==> config.mk <==
export PLATFORM = sky130hd
export DESIGN_NAME = seg7_to_hex_encoder
export DESIGN_NICKNAME = d
export VERILOG_FILES = /design/src/rtl/seg7_to_hex_encoder.sv
export SDC_FILE = /design/constraint.sdc
export NUM_CORES = 1
export LEC_CHECK = 0
export CORE_ASPECT_RATIO = 0.7
export CORE_MARGIN = 4
export CORE_UTILIZATION = 25
export DETAILED_ROUTE_END_ITERATION = 10
export GPL_TIMING_DRIVEN = 1
export HOLD_SLACK_MARGIN = 0.15
export SYNTH_ARGS = -nofsm -noshare
export SYNTH_HDL_FRONTEND = slang
export SYNTH_SLANG_ARGS = --single-unit
==> constraint.sdc <==
create_clock -name CLOCK_50 -period 7.8 [get_ports CLOCK_50]
set_input_delay 1.95 -clock CLOCK_50 [delete_from_list [all_inputs] [get_ports CLOCK_50]]
set_output_delay 1.95 -clock CLOCK_50 [all_outputs]
set_load 0.1 [all_outputs]
==> src/rtl/seg7_to_hex_encoder.sv <==
// Reads back a 7-segment bus, debounces each glyph, and encodes it to a hex nibble.
// Each word is handed downstream over valid/ready, with one skid slot behind the output word.
module seg7_to_hex_encoder #(
  parameter int unsigned STABLE_CYCLES = 4,
  parameter bit          ACTIVE_LOW    = 1'b1
) (
  input  logic       CLOCK_50,
  input  logic       resetn,
  input  logic [6:0] SEG_IN,
  input  logic       out_ready,
  input  logic       clr_overrun,
  output logic       out_valid,
  output logic [3:0] out_nibble,
  output logic       out_invalid,
  output logic       out_blank,
  output logic       overrun
);
  localparam int unsigned SegW  = 7;
  localparam int unsigned CntW  = 8;
  localparam int unsigned WordW = 6;
  localparam logic [SegW-1:0] BlankGlyph = ACTIVE_LOW ? 7'h7F : 7'h00;

  typedef enum logic {EMPTY = 1'b0, FULL = 1'b1} state_e;

  logic [SegW-1:0]  s1_q, s2_q;
  logic [SegW-1:0]  cand_q, cand_d, last_q, last_d;
  logic [CntW-1:0]  cnt_q, cnt_d;
  logic             emitted_q, emitted_d;
  logic             ev_c, hs_c, ovr_set_c;
  logic [SegW-1:0]  norm_c;
  logic [3:0]       nib_c;
  logic             inv_c, blank_c;
  logic [WordW-1:0] new_word_c;

  state_e           state_q;
  logic [WordW-1:0] out_word_q, skid_q;
  logic             skid_v_q, overrun_q;

  // Two-flop synchroniser for the asynchronous segment bus
  always_ff @(posedge CLOCK_50 or negedge resetn) begin
    if (!resetn) begin
      s1_q <= BlankGlyph;
      s2_q <= BlankGlyph;
    end else begin
      s1_q <= SEG_IN;
      s2_q <= s1_q;
    end
  end

  assign ev_c = (cnt_q == CntW'(STABLE_CYCLES)) && !emitted_q && (cand_q != last_q);

  // Stability tracker: restart on any change, saturate at the threshold
  always_comb begin
    cand_d    = cand_q;
    cnt_d     = cnt_q;
    emitted_d = emitted_q;
    last_d    = last_q;
    if (ev_c) begin
      emitted_d = 1'b1;
      last_d    = cand_q;
    end
    if (s2_q != cand_q) begin
      cand_d    = s2_q;
      cnt_d     = CntW'(1);
      emitted_d = 1'b0;
    end else if (cnt_q != CntW'(STABLE_CYCLES)) begin
      cnt_d = cnt_q + CntW'(1);
    end
  end

  always_ff @(posedge CLOCK_50 or negedge resetn) begin
    if (!resetn) begin
      cand_q    <= BlankGlyph;
      last_q    <= BlankGlyph;
      cnt_q     <= '0;
      emitted_q <= 1'b0;
    end else begin
      cand_q    <= cand_d;
      last_q    <= last_d;
      cnt_q     <= cnt_d;
      emitted_q <= emitted_d;
    end
  end

  // Glyph lookup works on the active-low form
  assign norm_c = ACTIVE_LOW ? cand_q : ~cand_q;

  always_comb begin
    nib_c   = 4'h0;
    inv_c   = 1'b0;
    blank_c = 1'b0;
    case (norm_c)
      7'h40:   nib_c = 4'h0;
      7'h79:   nib_c = 4'h1;
      7'h24:   nib_c = 4'h2;
      7'h30:   nib_c = 4'h3;
      7'h19:   nib_c = 4'h4;
      7'h12:   nib_c = 4'h5;
      7'h02:   nib_c = 4'h6;
      7'h78:   nib_c = 4'h7;
      7'h00:   nib_c = 4'h8;
      7'h10:   nib_c = 4'h9;
      7'h08:   nib_c = 4'hA;
      7'h03:   nib_c = 4'hB;
      7'h46:   nib_c = 4'hC;
      7'h21:   nib_c = 4'hD;
      7'h06:   nib_c = 4'hE;
      7'h0E:   nib_c = 4'hF;
      7'h7F:   blank_c = 1'b1;
      default: inv_c = 1'b1;
    endcase
  end

  assign new_word_c = {nib_c, inv_c, blank_c};
  assign hs_c       = (state_q == FULL) && out_ready;
  assign ovr_set_c  = (state_q == FULL) && !hs_c && ev_c && skid_v_q;

  // Output word plus skid slot; the newest word replaces a full skid slot
  always_ff @(posedge CLOCK_50 or negedge resetn) begin
    if (!resetn) begin
      state_q    <= EMPTY;
      out_word_q <= '0;
      skid_q     <= '0;
      skid_v_q   <= 1'b0;
      overrun_q  <= 1'b0;
    end else begin
      if (state_q == EMPTY) begin
        if (ev_c) begin
          out_word_q <= new_word_c;
          state_q    <= FULL;
        end
      end else if (hs_c) begin
        if (ev_c) begin
          if (skid_v_q) begin
            out_word_q <= skid_q;
            skid_q     <= new_word_c;
          end else begin
            out_word_q <= new_word_c;
          end
        end else if (skid_v_q) begin
          out_word_q <= skid_q;
          skid_v_q   <= 1'b0;
        end else begin
          state_q <= EMPTY;
        end
      end else if (ev_c) begin
        skid_q   <= new_word_c;
        skid_v_q <= 1'b1;
      end
      if (clr_overrun) begin
        overrun_q <= 1'b0;
      end else if (ovr_set_c) begin
        overrun_q <= 1'b1;
      end
    end
  end

  assign out_valid                            = (state_q == FULL);
  assign {out_nibble, out_invalid, out_blank} = out_word_q;
  assign overrun                              = overrun_q;

endmodule

==> results.txt <==
Worst Hold End = s2_q[6]
Leakage power = 1.15 nW
Setup Skew = 2.61 ps
Worst reg2reg path depth = 11
Syn_nets = 250
Root buf cell = clkbuf_16
Met2 usage = 10.8%
R2r startpoint = cnt_q[0]
Resize count post-CTS = 0
Post-DP HPWL = 3390 um
Synth Cell Area = 0.00257 mm2
P&R area growth vs syn = 15.8%
Slowest cell on crit path = clkdlybuf4s50_1
Setup_tns = 0 ps
Synthesized area per cell = 10.9 um2
Post-Place Worst Slack = 4160 ps
Initial antenna violation count = 0
Hold Path Depth = 0
Die Footprint = 0.0120 mm2
Setup violators final = 0
Most frequent cells in the layout = dfstp_2 (28), dfrtp_1 (24), nor2_1 (18)
# IOs = 19
Unrepaired setup endpoints after global routing = false
Worst r2r dst = out_word_q[2]
CP delay by family, top = buffers and inverters
Starting density of the core = 26.1%
Setup bufs post-CTS = 0
Met1 Usage GRT = 13.3%
Power, Total = 526 uW
Register bit total from synthesis = 52
DRC violations left = 0
Core Region = 0.00983 mm2
Die W = 129 um
WS Path Type = flop to output pin
Antenna Nets Post-Route = 0
First-pass GRT wire length = 8190 um
Critical path buffers and inverters = 1
Drt total wl = 4760 um
Placed Instance Area = 0.00284 mm2
Tightest Hold Check Type = flop to flop
Fmax = 256 MHz
H-tree depth = 2
Iteration count of the initial detailed-routing pass = 4
PortBufs = 18
Worst-path cell chain = clkdlybuf4s50_1
Non-filler cells, final = 374
WP depth = 1
Die Y = 92.8 um
Met3 Track Usage GR = 3.11%
Layout cell share with drive strength beyond 1 = 22.0%
Nets = 259
Inst Count DP = 366
Post-synthesis cell type count = 49
Grt ovf = 0
Hold Fails Final Rpt = 0
Clock-pin transition on the worst setup and hold timing paths = 60 ps
Ant diodes = 0
Period utilisation layout = 50.1%
Most common cell after layout, fill and taps aside = dfstp_2
GRT busiest layer = met1
Synth warnings = 0
Rel. slew slack = 35.4%
Post-route cell area = 0.00297 mm2
Final worst slack = 3890 ps
Via count = 1659
CTS tree = yes
Peak supply drop = 98.3 uV
Tmin final = 3910 ps
Pwr dens = 177 mW/mm2
Required @ worst endpoint = 5850 ps
Sequential area share after synthesis = 52.1%
Setup slack, reg-to-reg = 4890 ps
Status = finished, final reports clean
Drt first-iter violations = 75
CP Capture Type = output pin
Max-capacitance violation count = 0
RePlAce Congestion = 0.831
Critical Path Source Type = flop
CTS Buffer Depth = 2
# rows = 30
Worst-Margin Slew = 967 ps
Final Max Tran Viols = 0
GRT Util Overall = 8.52%
Largest net degree at the start of global routing = 53
Clock Sinks = 52
Worst path max stage delay = 1190 ps
WL/cell = 12.7 um
Synth Instances = 236
Inserted Clock Buffers = 5
Vias in the first global route = 1624
Clk Latency, worst-skew pair = 290 ps
Via density = 4.44
Hold_sp = s1_q[6]
Hold_buf cts = 0
Critical path peak fanout = 8
WP data arrival = 1960 ps
==> cells in the mapped netlist, drive strengths merged <==
cell type  count  area, um2
o21ai         12       63.8
clkbuf         9       33.8
nand2b         2       12.5
dfstp         28        736
nand4bb        1       16.3
nor4           2       12.5
nand2         11       41.3
mux2i          3       30.0
ha             3       37.5
nor3           6       30.0
buf            8       40.0
nor2          19       87.6
xnor2         12        105
nor4b          1       8.76
inv            9       33.8
nor4bb         2       20.0
o31ai          4       35.0
or4            2       20.0
nand4          6       37.5
a21o           1       7.51
nor3b          1       7.51
a22oi          3       22.5
and3           4       26.3
a211oi         4       30.0
o211ai         1       7.51
a31oi          1       6.26
nand3         14       70.1
o22ai          1       6.26
o211a          1       10.0
nor2b          7       43.8
o2111ai        2       41.3
a21oi          4       20.0
dfrtp         24        601
nand4b         1       8.76
o32a           1       10.0
and2           2       15.0
xor2          10       87.6
mux2           9        101
and3b          1       8.76
and4           3       26.3
o21a           1       7.51
==> registers in the layout (all words and copies together) (netlist names), 6 cells and up <==
signal      count
cnt_q           8
cand_q          7
last_q          7
s1_q            7
s2_q            7
out_word_q      6
skid_q          6
==> metal layers <==
| metal | share of wire, % | vias to the layer above |
|---|---|---|
| met5 | 0 | - |
| met3 | 6.6 | 6 |
| met2 | 36 | 35 |
| met1 | 56 | 778 |
| li1 | - | 840 |
| met4 | 1.2 | 0 |
==> worst max path at each step <==
stage / from / to / slack (ps)
2_1_floorplan: out_ready / out_word_q[2] / 4750
3_3_place_gp: out_valid / out_valid / 4210
3_5_place_dp: out_ready / out_word_q[4] / 4160
4_1_cts: out_valid / out_valid / 3880
5_1_grt: out_valid / out_valid / 3820
6_report: out_valid / out_valid / 3890
==> through the flow <==
| stage | utilization [%] | hold WS (ps) |
|---|---|---|
| after CTS | 30.2 | 356 |
| after detailed placement | 28.8 | 347 |
| after global routing | 30.2 | 358 |
| final | 30.2 | 355 |
| after global placement | 28.8 | 346 |
| after floorplan | - | 345 |
==> logic make-up after synthesis <==
kind of cell             Yosys count  synth area share (%)
adder cells (fa/ha/maj)            3                  1.46
XOR/XNOR                          22                  7.51
flip-flops                        52                  52.1
AO/OA/AOI/OAI                     36                  10.4
multiplexers                      12                  5.12
buffers and inverters             26                  4.19
AND/OR/NAND/NOR                   85                  19.2
==> layout make-up <==
cell class                      count  area, um2
Multi-Input combinational cell    158       1120
Inverter                            9       33.8
Fill cell                        1025       6860
Clock buffer                        7        133
Tap cell                          128        160
Timing Repair Buffer               19        183
Clock inverter                      1       3.75
Sequential cell                    52       1340
==> report_power, final <==
part	leakage, nW	switching (mW)	internal [mW]
registers	0.618	0.00983	0.280
clock network	0.0655	0.0906	0.118
logic	0.468	0.0142	0.0128
Power figures use the tool's default switching activity.
